### config.mk
export PLATFORM = sky130hd
export DESIGN_NAME = log_fp_mul_pipe
export DESIGN_NICKNAME = d
export VERILOG_FILES = /design/src/rtl/log_mul_pkg.sv /design/src/rtl/log_mul_classify.sv /design/src/rtl/log_fp_mul_pipe.sv
export SDC_FILE = /design/constraint.sdc
export NUM_CORES = 1
export LEC_CHECK = 0
export ABC_AREA = 1
export CORE_ASPECT_RATIO = 0.75
export CORE_UTILIZATION = 59
export CTS_BUF_LIST = sky130_fd_sc_hd__clkbuf_4 sky130_fd_sc_hd__clkbuf_8
export DETAILED_ROUTE_END_ITERATION = 16
export PLACE_DENSITY = 0.95
export SLEW_MARGIN = 20
export SYNTH_ARGS = -nofsm -noshare
export SYNTH_HDL_FRONTEND = slang
export SYNTH_SLANG_ARGS = --single-unit
export TNS_END_PERCENT = 5
### constraint.sdc
create_clock -name clk -period 5.6 [get_ports clk]
set_input_delay 1.12 -clock clk [delete_from_list [all_inputs] [get_ports clk]]
set_output_delay 1.12 -clock clk [all_outputs]
set_load 0.02 [all_outputs]
### src/rtl/log_mul_pkg.sv
// Shared types and constants for the Mitchell log-domain FP multiplier.
package log_mul_pkg;

  typedef enum logic [1:0] {ZERO, NORM, INF, NAN} fp_class_t;

  localparam int FLAG_NV = 2;
  localparam int FLAG_OF = 1;
  localparam int FLAG_UF = 0;

  localparam int MAX_W = 64;

  // Quiet NaN with positive sign, all-ones exponent and only the mantissa MSB set.
  function automatic logic [MAX_W-1:0] canon_nan(input int exp_w, input int man_w);
    logic [MAX_W-1:0] r;
    r = ((64'd1 << exp_w) - 64'd1) << man_w;
    r = r | (64'd1 << (man_w - 1));
    return r;
  endfunction

endpackage

### src/rtl/log_mul_classify.sv
// Unpacks one IEEE-style operand into sign/exponent/mantissa and its class.
module log_mul_classify
  import log_mul_pkg::*;
#(
  parameter int EXP_W = 5,
  parameter int MAN_W = 10
) (
  input  logic [EXP_W+MAN_W:0] word,
  output logic                 s,
  output logic [EXP_W-1:0]     e,
  output logic [MAN_W-1:0]     m,
  output fp_class_t            cls
);

  assign s = word[EXP_W+MAN_W];
  assign e = word[EXP_W+MAN_W-1:MAN_W];
  assign m = word[MAN_W-1:0];

  // Denormals collapse to ZERO; the mantissa is simply never consumed for them.
  always_comb begin
    cls = NORM;
    if (e == '0)
      cls = ZERO;
    else if (&e)
      cls = (m == '0) ? INF : NAN;
  end

endmodule

### src/rtl/log_fp_mul_pipe.sv
// Three-stage Mitchell approximate FP multiplier with global valid/ready stall.
// Build option: define LOG_MUL_CORR_EN to add the no-carry cross-term correction.
module log_fp_mul_pipe
  import log_mul_pkg::*;
#(
  parameter int EXP_W = 5,
  parameter int MAN_W = 10
) (
  input  logic                 clk,
  input  logic                 rst,
  input  logic                 in_valid,
  output logic                 in_ready,
  input  logic [EXP_W+MAN_W:0] in_a,
  input  logic [EXP_W+MAN_W:0] in_b,
  output logic                 out_valid,
  input  logic                 out_ready,
  output logic [EXP_W+MAN_W:0] out_p,
  output logic [2:0]           out_flags
);

  localparam int W      = 1 + EXP_W + MAN_W;
  localparam int BIAS   = 2**(EXP_W-1) - 1;
  localparam int EW     = EXP_W + 2;
  localparam int STAGES = 3;

  localparam logic [W-1:0]         QNAN  = W'(canon_nan(EXP_W, MAN_W));
  localparam logic signed [EW-1:0] EMAX  = EW'(2**EXP_W - 1);
  localparam logic signed [EW-1:0] EZERO = '0;

  logic              adv;
  logic [STAGES:1]   vld_pipe;

  assign adv       = !out_valid || out_ready;
  assign in_ready  = adv;
  assign out_valid = vld_pipe[STAGES];

  // S1: classify / unpack
  logic             a_s, b_s;
  logic [EXP_W-1:0] a_e, b_e;
  logic [MAN_W-1:0] a_m, b_m;
  fp_class_t        a_cls, b_cls;

  log_mul_classify #(.EXP_W(EXP_W), .MAN_W(MAN_W)) u_cls_a (
    .word(in_a), .s(a_s), .e(a_e), .m(a_m), .cls(a_cls)
  );
  log_mul_classify #(.EXP_W(EXP_W), .MAN_W(MAN_W)) u_cls_b (
    .word(in_b), .s(b_s), .e(b_e), .m(b_m), .cls(b_cls)
  );

  logic             s1_s;
  logic [EXP_W-1:0] s1_ea, s1_eb;
  logic [MAN_W-1:0] s1_ma, s1_mb;
  fp_class_t        s1_ca, s1_cb;

  // S2: log-domain add and special-case resolution
  logic [MAN_W:0]   sum;
  logic             carry;
  logic [MAN_W-1:0] man_add;
  logic [EW-1:0]    exp_sum;
  fp_class_t        r_cls;

  assign sum     = {1'b0, s1_ma} + {1'b0, s1_mb};
  assign carry   = sum[MAN_W];
  assign exp_sum = EW'(s1_ea) + EW'(s1_eb) - EW'(BIAS) + EW'(carry);

`ifdef LOG_MUL_CORR_EN
  logic [3:0]     k;
  logic [MAN_W:0] sum_corr;

  // Without a carry S < 2**MAN_W and the correction is < 2**MAN_W, so MAN_W+1 bits hold the sum.
  assign k        = {2'b00, s1_ma[MAN_W-1:MAN_W-2]} * {2'b00, s1_mb[MAN_W-1:MAN_W-2]};
  assign sum_corr = sum + ((MAN_W+1)'(k) << (MAN_W - 4));
  assign man_add  = carry ? sum[MAN_W-1:0] :
                    (sum_corr[MAN_W] ? {MAN_W{1'b1}} : sum_corr[MAN_W-1:0]);
`else
  assign man_add  = sum[MAN_W-1:0];
`endif

  always_comb begin
    r_cls = NORM;
    if (s1_ca == NAN || s1_cb == NAN ||
        (s1_ca == ZERO && s1_cb == INF) || (s1_ca == INF && s1_cb == ZERO))
      r_cls = NAN;
    else if (s1_ca == INF || s1_cb == INF)
      r_cls = INF;
    else if (s1_ca == ZERO || s1_cb == ZERO)
      r_cls = ZERO;
  end

  logic                 s2_s;
  fp_class_t            s2_cls;
  logic signed [EW-1:0] s2_e;
  logic [MAN_W-1:0]     s2_m;

  // S3: antilog / range check / pack
  logic [W-1:0] p_nxt;
  logic [2:0]   f_nxt;

  always_comb begin
    p_nxt = '0;
    f_nxt = '0;
    case (s2_cls)
      NAN: begin
        p_nxt          = QNAN;
        f_nxt[FLAG_NV] = 1'b1;
      end
      INF:  p_nxt = {s2_s, {EXP_W{1'b1}}, {MAN_W{1'b0}}};
      ZERO: p_nxt = {s2_s, {(W-1){1'b0}}};
      default: begin
        if (s2_e >= EMAX) begin
          p_nxt          = {s2_s, {EXP_W{1'b1}}, {MAN_W{1'b0}}};
          f_nxt[FLAG_OF] = 1'b1;
        end else if (s2_e <= EZERO) begin
          p_nxt          = {s2_s, {(W-1){1'b0}}};
          f_nxt[FLAG_UF] = 1'b1;
        end else begin
          p_nxt = {s2_s, s2_e[EXP_W-1:0], s2_m};
        end
      end
    endcase
  end

  always_ff @(posedge clk) begin
    if (rst) begin
      vld_pipe  <= '0;
      out_p     <= '0;
      out_flags <= '0;
    end else if (adv) begin
      vld_pipe  <= {vld_pipe[STAGES-1:1], in_valid};
      out_p     <= p_nxt;
      out_flags <= f_nxt;
    end
  end

  // Payload registers need no reset: they are only observed behind vld_pipe.
  always_ff @(posedge clk) begin
    if (adv) begin
      s1_s   <= a_s ^ b_s;
      s1_ea  <= a_e;
      s1_eb  <= b_e;
      s1_ma  <= a_m;
      s1_mb  <= b_m;
      s1_ca  <= a_cls;
      s1_cb  <= b_cls;
      s2_s   <= s1_s;
      s2_cls <= r_cls;
      s2_e   <= exp_sum;
      s2_m   <= man_add;
    end
  end

endmodule

# Yosys cells after proc, flatten, opt, wreduce, memory -nomap -nowiden
# Index checks and enable logic that the tools add are counted.
dict set report classes {
  n_addsub 4
  magnitude_cmp 2
  eq_ne 6
  n_mux 14
  bitwise 3
  reduce_logical 22
}
# cell count
set op_table {}
lappend op_table {{$pmux W16 S3} 1}
lappend op_table {{$mux W15} 2}
lappend op_table {{$logic_not A10 Y1} 2}
lappend op_table {{$eq A2 B2 Y1 const B} 6}
lappend op_table {{$add A10 B10 Y11} 1}
lappend op_table {{$logic_not A5 Y1} 2}
lappend op_table {{$mux W1} 10}
lappend op_table {{$reduce_and A5 Y1} 2}
lappend op_table {{$add A7 B1 Y7} 1}
lappend op_table {{$ge A7 B6 Y1 const B} 1}
lappend op_table {{$le A7 B1 Y1 const B} 1}
lappend op_table {{$sub A6 B4 Y7 const B} 1}
lappend op_table {{$add A5 B5 Y6} 1}
lappend op_table {{$logic_not A2 Y1} 3}
lappend op_table {{$logic_or A1 B1 Y1} 6}
lappend op_table {{$reduce_or A2 Y1} 3}
lappend op_table {{$reduce_or A3 Y1} 1}
lappend op_table {{$logic_and A1 B1 Y1} 2}
lappend op_table {{$mux W2} 1}
lappend op_table {{$not A1 Y1} 2}
lappend op_table {{$logic_not A1 Y1} 1}
lappend op_table {{$xor A1 B1 Y1} 1}
dict set report word_totals {
  ff_bits 77
  out_inout_bits 21
  wordCells 68
}

# Logic depth before layout (Yosys ltp)
# Gate-level depths: netlist (run 1).
dict set report depth {
  word_depth 5
  ltp_mapped 17
}

# Cells and area by module
# Synthesis (run 1) repeated with hierarchy kept, for this count alone.
dict set report hier_totals {
  cells_unflattened 375
  area_unflattened_um2 3833.7
}
# module n_inst cells_per_inst area_each_um2
set modules_own_cells {}
lappend modules_own_cells {log_fp_mul_pipe 1 309 3433.3}
lappend modules_own_cells {log_mul_classify 2 33 200.2}

# Least setup slack after synthesis (run 1)
# Ideal clock, no wire load.
dict set report synth_path {
  path_kind {input -> output}
  startpoint {input out_ready}
  endpoint {output in_ready}
  t_arrival_ps 2070
  slack_ps 2410
  cell_stages 3
  n_path_buf 1
  cell_sequence {nor2_4 inv_2 buf_2}
}
dict set report synth_via {
  elab_chain_len 1
}
# item line_no
set synth_rtl {}
lappend synth_rtl {{start, declared} log_fp_mul_pipe.sv:16} ;# input logic out_ready,
lappend synth_rtl {{$logic_or A1 B1 Y1} log_fp_mul_pipe.sv:33} ;# assign adv = !out_valid || out_ready;
lappend synth_rtl {{end, declared} log_fp_mul_pipe.sv:12} ;# output logic in_ready,
# Every way passes these cells.

# Worst setup path in the final report (run 1)
# Same ends and word-level chain as after synthesis.

==> qor.yml, run 1 <==
status:
  status: "completed"
drt:
  drt_wl_total_microns: 6872
  vias_per_cell: 5.428
  vias: 2448
  antenna_left: 0
  drtPass1Iterations: 4
  wl_per_cell_microns: 15.24
  drc: 0
  initialDrtViolationCount: 196
worst_setup_path:
  crit_chain: "clkdlybuf4s50_1 > nor2_4 > inv_2 > clkdlybuf4s50_1"
  cp_slowest_stage_delay_ns: 0.56
  r2r_cells: 14
  start_kind: "input pin"
  r2r-end: "s2_e[6]"
  cp_common_cell: "clkdlybuf4s50_1"
  critical-path-slowest-cell: "clkdlybuf4s50_1"
  r2r_setup_slack_ns: 2.30
  end_kind: "output port"
  r2r_start: "s1_ma[0]"
  arrival_ns: 2.69
  cp.required_ns: 4.48
  crit_type: "in -> out"
  cp_max_fo: 19
global_route:
  overflow: 0
  grt_max_degree: 68
  grt_pass1_vias: 2396
  grt_use_total_pct: 24.71
  grt_pass1_wl_microns: 11160
  antenna_found_initial: 0
clock_tree:
  tritoncts: "done"
  postCtsResizedCells: 0
  clock_path_buffers: 2
  cts_max_level: 3
  hold_buffers: 0
  numCtsBuffers: 9
  clk_latency_ns: 0.35
  post_cts_buffers: 0
  clock_sinks: 77
  cts_root_buf: "clkbuf_8"
  cts.clk_slew.worst_paths_ns: 0.07
sta:
  rsz0062_at_grt: "no"
  hold_viol: 0
  relSlewSlack_pct: 48.51
  period_needed_ns: 3.812
  max_freq_mhz: 262.3
  worstMarginPinSlew_ns: 0.7723
  period_share_pct: 68.07
  maxSlewViolCount: 0
  clock_skew_ns: 0.01140
  fin_setup_tns_ns: 0
  setup_viol: 0
floorplan:
  start_util_pct: 62.57
  rows: 23
  die_area_sq_mm: 0.006079
  io_pins: 57
  core_sq_mm: 0.005439
  die_w_microns: 89.70
  die_h_microns: 67.78
final_layout:
  syn_to_final_growth_pct: 25.77
  drive_gt1_share_pct: 6.649
  layout.nets: 429
  fillers: 338
  diodes: 0
logic_synthesis:
  yosysWarnings: 0
  synth_cells: 307
  yosysUniqueCellTypes: 30
  ys_seq_elements: 77
  synth_area_sq_mm: 0.003403
  postSynthAreaPerCell_sq_um: 11.09
  ys_seq_area_share_pct: 61.47
  synthesis.nets: 365
placed_design:
  io_buffers: 56
  dp_hpwl_microns: 4993
  gp_congestion: 0.8103
worst_hold_path:
  hold_depth: 0
  min_to: "s2_s"
  hp-start: "s1_s"
  hold_class: "reg -> reg"
power:
  power.total_uw: 1508
  p_per_area_mw_per_mm2: 352.3
  leakage_uw: 0.001790
  irDropWorstVdd_mv: 0.2266
job:
  maxCapViolCount: 0
-- layer usage --
layer | vias to the layer above | routed length [microns] | global-route usage, %
li1 | 1193 | - | -
met1 | 1118 | 2929 | 28.67
met2 | 119 | 3319 | 43.56
met3 | 18 | 450 | 6.869
met4 | 0 | 174 | 12.09
met5 | - | 0 | 0
-- state kept, by name, indices dropped and copies added, names as in the netlist --
name and cells:
out_p 16, s2_s 1, s1_cb 2, s2_cls 2, s1_ca 2, s2_e 7
out_flags 3, s1_eb 5, s2_m 10, s1_ma 10, s1_mb 10, vld_pipe 3
s1_s 1, s1_ea 5
-- cells in the final DEF (no fill, tap or decap) --
master           Yosys  final
nor4_1               4      4
dfxtp_1             22     22
buf_4                0      1
inv_4                0      1
xnor2_1              1      1
nand4_1              2      2
o22ai_1              1      1
clkdlybuf4s50_1      0     56
nand2_4              1      1
nor2_4               1      1
o21ai_1              3      3
xor2_1              12     12
nor3_1               5      5
a21oi_1             26     26
nor3_4               1      1
clkbuf_4             0      2
nand2_1             56     56
bufinv_16            0      2
nor2_8               1      1
o21bai_2             1      1
a21o_1               1      1
o211ai_1             3      3
edfxtp_1            55     55
inv_2                3      3
nand3_1             15     15
fa_1                 2      2
a31oi_1              4      4
inv_1               33     33
nor2_1              18     18
ha_1                20     20
a21boi_0             1      1
clkbuf_8             0     11
o21ai_0             11     11
-- cells in the mapped netlist --
cell | instances | area, sq um
nor4_1 | 4 | 25.02
buf_1 | 1 | 3.750
inv_1 | 33 | 123.9
fa_1 | 2 | 40.04
o211ai_1 | 3 | 22.52
nand2_4 | 1 | 11.26
xor2_1 | 12 | 105.1
xnor2_1 | 1 | 8.760
a31oi_1 | 4 | 25.02
clkbuf_1 | 1 | 3.750
inv_2 | 3 | 11.26
ha_1 | 20 | 250.2
nor3_1 | 5 | 25.02
nor2_4 | 1 | 11.26
o22ai_1 | 1 | 6.260
a21boi_0 | 1 | 7.510
nor2_8 | 1 | 20.02
o21bai_2 | 1 | 11.26
nand3_1 | 15 | 75.07
o21ai_1 | 3 | 15.01
buf_2 | 2 | 10.01
o21ai_0 | 11 | 55.05
nor3_4 | 1 | 16.27
edfxtp_1 | 55 | 1652
nand2_1 | 56 | 210.2
dfxtp_1 | 22 | 440.4
nor2_1 | 18 | 67.56
a21o_1 | 1 | 7.510
nand4_1 | 2 | 12.51
a21oi_1 | 26 | 130.1
-- final cells by class --
type                            instances  area, sq um  share of cell area, %
Tap cell                               75        93.84                  2.192
Clock buffer                           13        166.4                  3.888
Sequential cell                        77         2092                  48.87
Multi-Input combinational cell        190         1159                  27.07
Clock inverter                          3        66.31                  1.549
Inverter                               36        135.1                  3.157
Timing Repair Buffer                   57        568.0                  13.27
-- worst max-delay path: cells and delay by family --
kind	cells	cell delay, ns
and+or+nand+nor	1	0.43
buffers and inverters	3	1.13
-- report_power, final --
group | leakage [uW] | internal, uW | total [uW] | switching (uW)
logic | 0.000910 | 129 | 290 | 161
clock network | 0.000121 | 286 | 482 | 196
registers | 0.000758 | 698 | 736 | 37.8
-- metrics by stage --
stage / utilization, % / hold WS (ns) / setup WS (ns) / area, sq um / cells
after CTS: 78.70 / 0.4310 / 1.786 / 4280 / 451
after global placement: 74.42 / 0.4034 / 1.817 / 4048 / 435
final: 78.70 / 0.4357 / 1.788 / 4280 / 451
after floorplan: - / 0.4003 / 2.410 / 3403 / 307
after global routing: 78.70 / 0.4450 / 1.722 / 4280 / 451
after detailed placement: 74.42 / 0.4109 / 1.807 / 4048 / 435
-- how the worst max path moves through the flow --
stage | to | start | slack, ns
2_1_floorplan | in_ready | out_ready | 2.41
3_3_place_gp | in_ready | out_ready | 1.82
3_5_place_dp | in_ready | out_ready | 1.81
4_1_cts | in_ready | out_ready | 1.79
5_1_grt | in_ready | out_ready | 1.72
6_report | in_ready | out_ready | 1.79
-- cell families (layout without fill, tap and decap cells) --
logic type      Yosys count  after routing  share of synthesized area, %
xor+xnor                 13             13                         3.346
compound gates           51             51                         8.235
fa+ha+maj                22             22                         8.529
buf+inv                  40            109                         4.485
simple gates            104            104                         13.93
flops                    77             77                         61.47
No activity file was read; power rests on OpenSTA's default activity.
==> run 2: changes to the inputs <==
--- a/config.mk
+++ b/config.mk
@@ -7,10 +7,10 @@
 export LEC_CHECK = 0
 export ABC_AREA = 1
 export CORE_ASPECT_RATIO = 0.75
-export CORE_UTILIZATION = 59
+export CORE_UTILIZATION = 55
 export CTS_BUF_LIST = sky130_fd_sc_hd__clkbuf_4 sky130_fd_sc_hd__clkbuf_8
 export DETAILED_ROUTE_END_ITERATION = 16
-export PLACE_DENSITY = 0.95
+export PLACE_DENSITY = 0.9
 export SLEW_MARGIN = 20
 export SYNTH_ARGS = -nofsm -noshare
 export SYNTH_HDL_FRONTEND = slang
==> constraint.sdc (replaced) <==
create_clock -name clk -period 3.7 [get_ports clk]
set_input_delay 0.74 -clock clk [delete_from_list [all_inputs] [get_ports clk]]
set_output_delay 0.74 -clock clk [all_outputs]
set_load 0.02 [all_outputs]
==> run 2 against run 1 <==
Compared with the run above: setup slack got worse by 1.2 ns; cell count is 0.67% higher; register-to-register slack worse by 1.7 ns; combinational power rose by 48%; global-route usage down 3.6 points; clock power rose by 17%; die area is 7.1% higher.
==> qor.yml, run 2 (synthesized netlist as in run 1, its figures left out) <==
final_layout:
  largest_reg_flops: 16  # unchanged
  fillers: 419  # +24%
  largest-register: "out_p"
  drive_gt1_share_pct: 6.649  # unchanged
  layout.nets: 429  # unchanged
  final_cell_mix: "56 x nand2_1, 56 x clkdlybuf4s50_1, 55 x edfxtp_1"
  syn_to_final_growth_pct: 24.30
  seq_area_sq_mm: 0.002092  # unchanged
  multiInputGateArea_sq_mm: 0.001159  # unchanged
  diodes: 0  # unchanged
  utilization_pct: 71.88  # -6.8 points
global_route:
  busiest_layer: "met2"
  met2_usage_pct: 34.31  # -9.2 points
  grt_use_total_pct: 21.13  # -3.6 points
  grtUsageMet3_pct: 5.882  # -0.99 points
  overflow: 0  # unchanged
  grt_pass1_vias: 2339  # -2.4%
  antenna_found_initial: 0  # unchanged
  grt_max_degree: 68  # unchanged
  use_met1_pct: 26.30  # -2.4 points
  grt_pass1_wl_microns: 10340  # -7.4%
sta:
  worstMarginPinSlew_ns: 0.7709  # -0.001357 ns
  max_freq_mhz: 318.0
  period_needed_ns: 3.145
  clock_skew_ns: 0.006731  # -0.004668 ns
  hold_viol: 0  # unchanged
  setup_viol: 0  # unchanged
  relSlewSlack_pct: 48.60  # +0.090 points
  maxSlewViolCount: 0  # unchanged
  rsz0062_at_grt: "no"
  period_share_pct: 84.99
  fin_setup_tns_ns: 0  # unchanged
worst_setup_path:
  cp.required_ns: 3.78  # -0.70 ns
  arrival_ns: 3.22  # +0.53 ns
  cp_max_fo: 3  # -16
  startpoint: "s1_mb[0]"
  r2r_setup_slack_ns: 0.56  # -1.74 ns
  end_kind: "flop"
  crit_type: "reg -> reg"
  start_kind: "flop"
  r2r_start: "s1_mb[0]"
placed_design:
  gp_congestion: 0.8093  # -0.12%
  io_buffers: 56  # unchanged
  dp_hpwl_microns: 4637  # -7.1%
drt:
  vias_per_cell: 5.220  # -3.8%
  vias: 2370  # -3.2%
  antenna_left: 0  # unchanged
  drc: 0  # unchanged
  initialDrtViolationCount: 160  # -18%
  drt_wl_total_microns: 6086  # -11%
  drtPass1Iterations: 4  # unchanged
  wl_per_cell_microns: 13.41  # -12%
clock_tree:
  hold_buffers: 0  # unchanged
  clk_latency_ns: 0.34  # about the same
  post_cts_buffers: 0  # unchanged
  clock_sinks: 77  # unchanged
  cts.clk_slew.worst_paths_ns: 0.07  # about the same
  numCtsBuffers: 9  # unchanged
  cts_max_level: 3  # unchanged
  clock_path_buffers: 2  # unchanged
  tritoncts: "done"
  postCtsResizedCells: 0  # unchanged
  cts_root_buf: "clkbuf_8"
floorplan:
  start_util_pct: 57.82  # -4.7 points
  core_sq_mm: 0.005886  # +8.2%
  die_area_sq_mm: 0.006510  # +7.1%
  rows: 24  # +4.3%
  die_w_microns: 92.83  # +3.5%
  die_h_microns: 70.13  # +3.5%
  io_pins: 57  # unchanged
power:
  p_per_area_mw_per_mm2: 498.6  # +42%
  power.total_uw: 2109  # +40%
  irDropWorstVdd_mv: 0.3098  # +37%
  leakage_uw: 0.001768  # -1.2%
worst_hold_path:
  hp-start: "s1_s"
  hold_class: "reg -> reg"
status:
  status: "completed"
job:
  maxCapViolCount: 0  # unchanged
run 2: cell count changes in the layout (fill, tap and decap cells not counted):
cell / change
clkbuf_8: -1
clkbuf_4: +2
bufinv_16: -2
clkinv_2: +1
run 2: per-stage QoR:
step	std cells	hold WS [ns]	cell area (sq um)	setup slack [ns]
2_1_floorplan	307	0.4003	3403	0.8030
3_3_place_gp	438	0.4075	4051	0.6539
3_5_place_dp	438	0.4089	4051	0.5543
4_1_cts	454	0.4305	4230	0.5514
5_1_grt	454	0.4457	4230	0.3590
6_report	454	0.4280	4230	0.5552
run 2: power by group:
group | total, uW | internal (uW) | switching (uW)
sequential | 1120 | 1060 | 58.5
clock | 564 | 292 | 272
combinational | 430 | 195 | 235
run 2: final cells by class:
cell class | instances | area share, %
Tap cell | 78 | 2.307
Sequential cell | 77 | 49.45
Timing Repair Buffer | 57 | 13.43
Clock buffer | 14 | 3.963
Clock inverter | 2 | 0.2662
Multi-Input combinational cell | 190 | 27.39
Inverter | 36 | 3.194
run 2: worst paths after layout:
| kind | end | depth (start not counted) |
|---|---|---|
| max | s2_e[4] | 14 |
| min reg2reg | s2_s | 0 |
| min | s2_s | 0 |
| max reg2reg | s2_e[4] | 14 |
run 2: metal layers:
| metal | part of all wire [%] | vias to the layer above | wire (microns) |
|---|---|---|---|
| met4 | 1.6 | 0 | 97 |
| met5 | 0 | - | 0 |
| met3 | 5.5 | 11 | 337 |
| li1 | - | 1193 | - |
| met1 | 45 | 1087 | 2754 |
| met2 | 48 | 79 | 2897 |
run 2: critical path: stages, from the launching register on:
cell      delay [ns]
edfxtp_1        0.39
ha_1            0.24
fa_1            0.41
nand3_1         0.11
nand2_1         0.09
nand3_1         0.08
nand3_1         0.10
a31oi_1         0.16
ha_1            0.25
inv_1           0.06
ha_1            0.15
inv_1           0.06
fa_1            0.40
o211ai_1        0.27
xor2_1          0.11
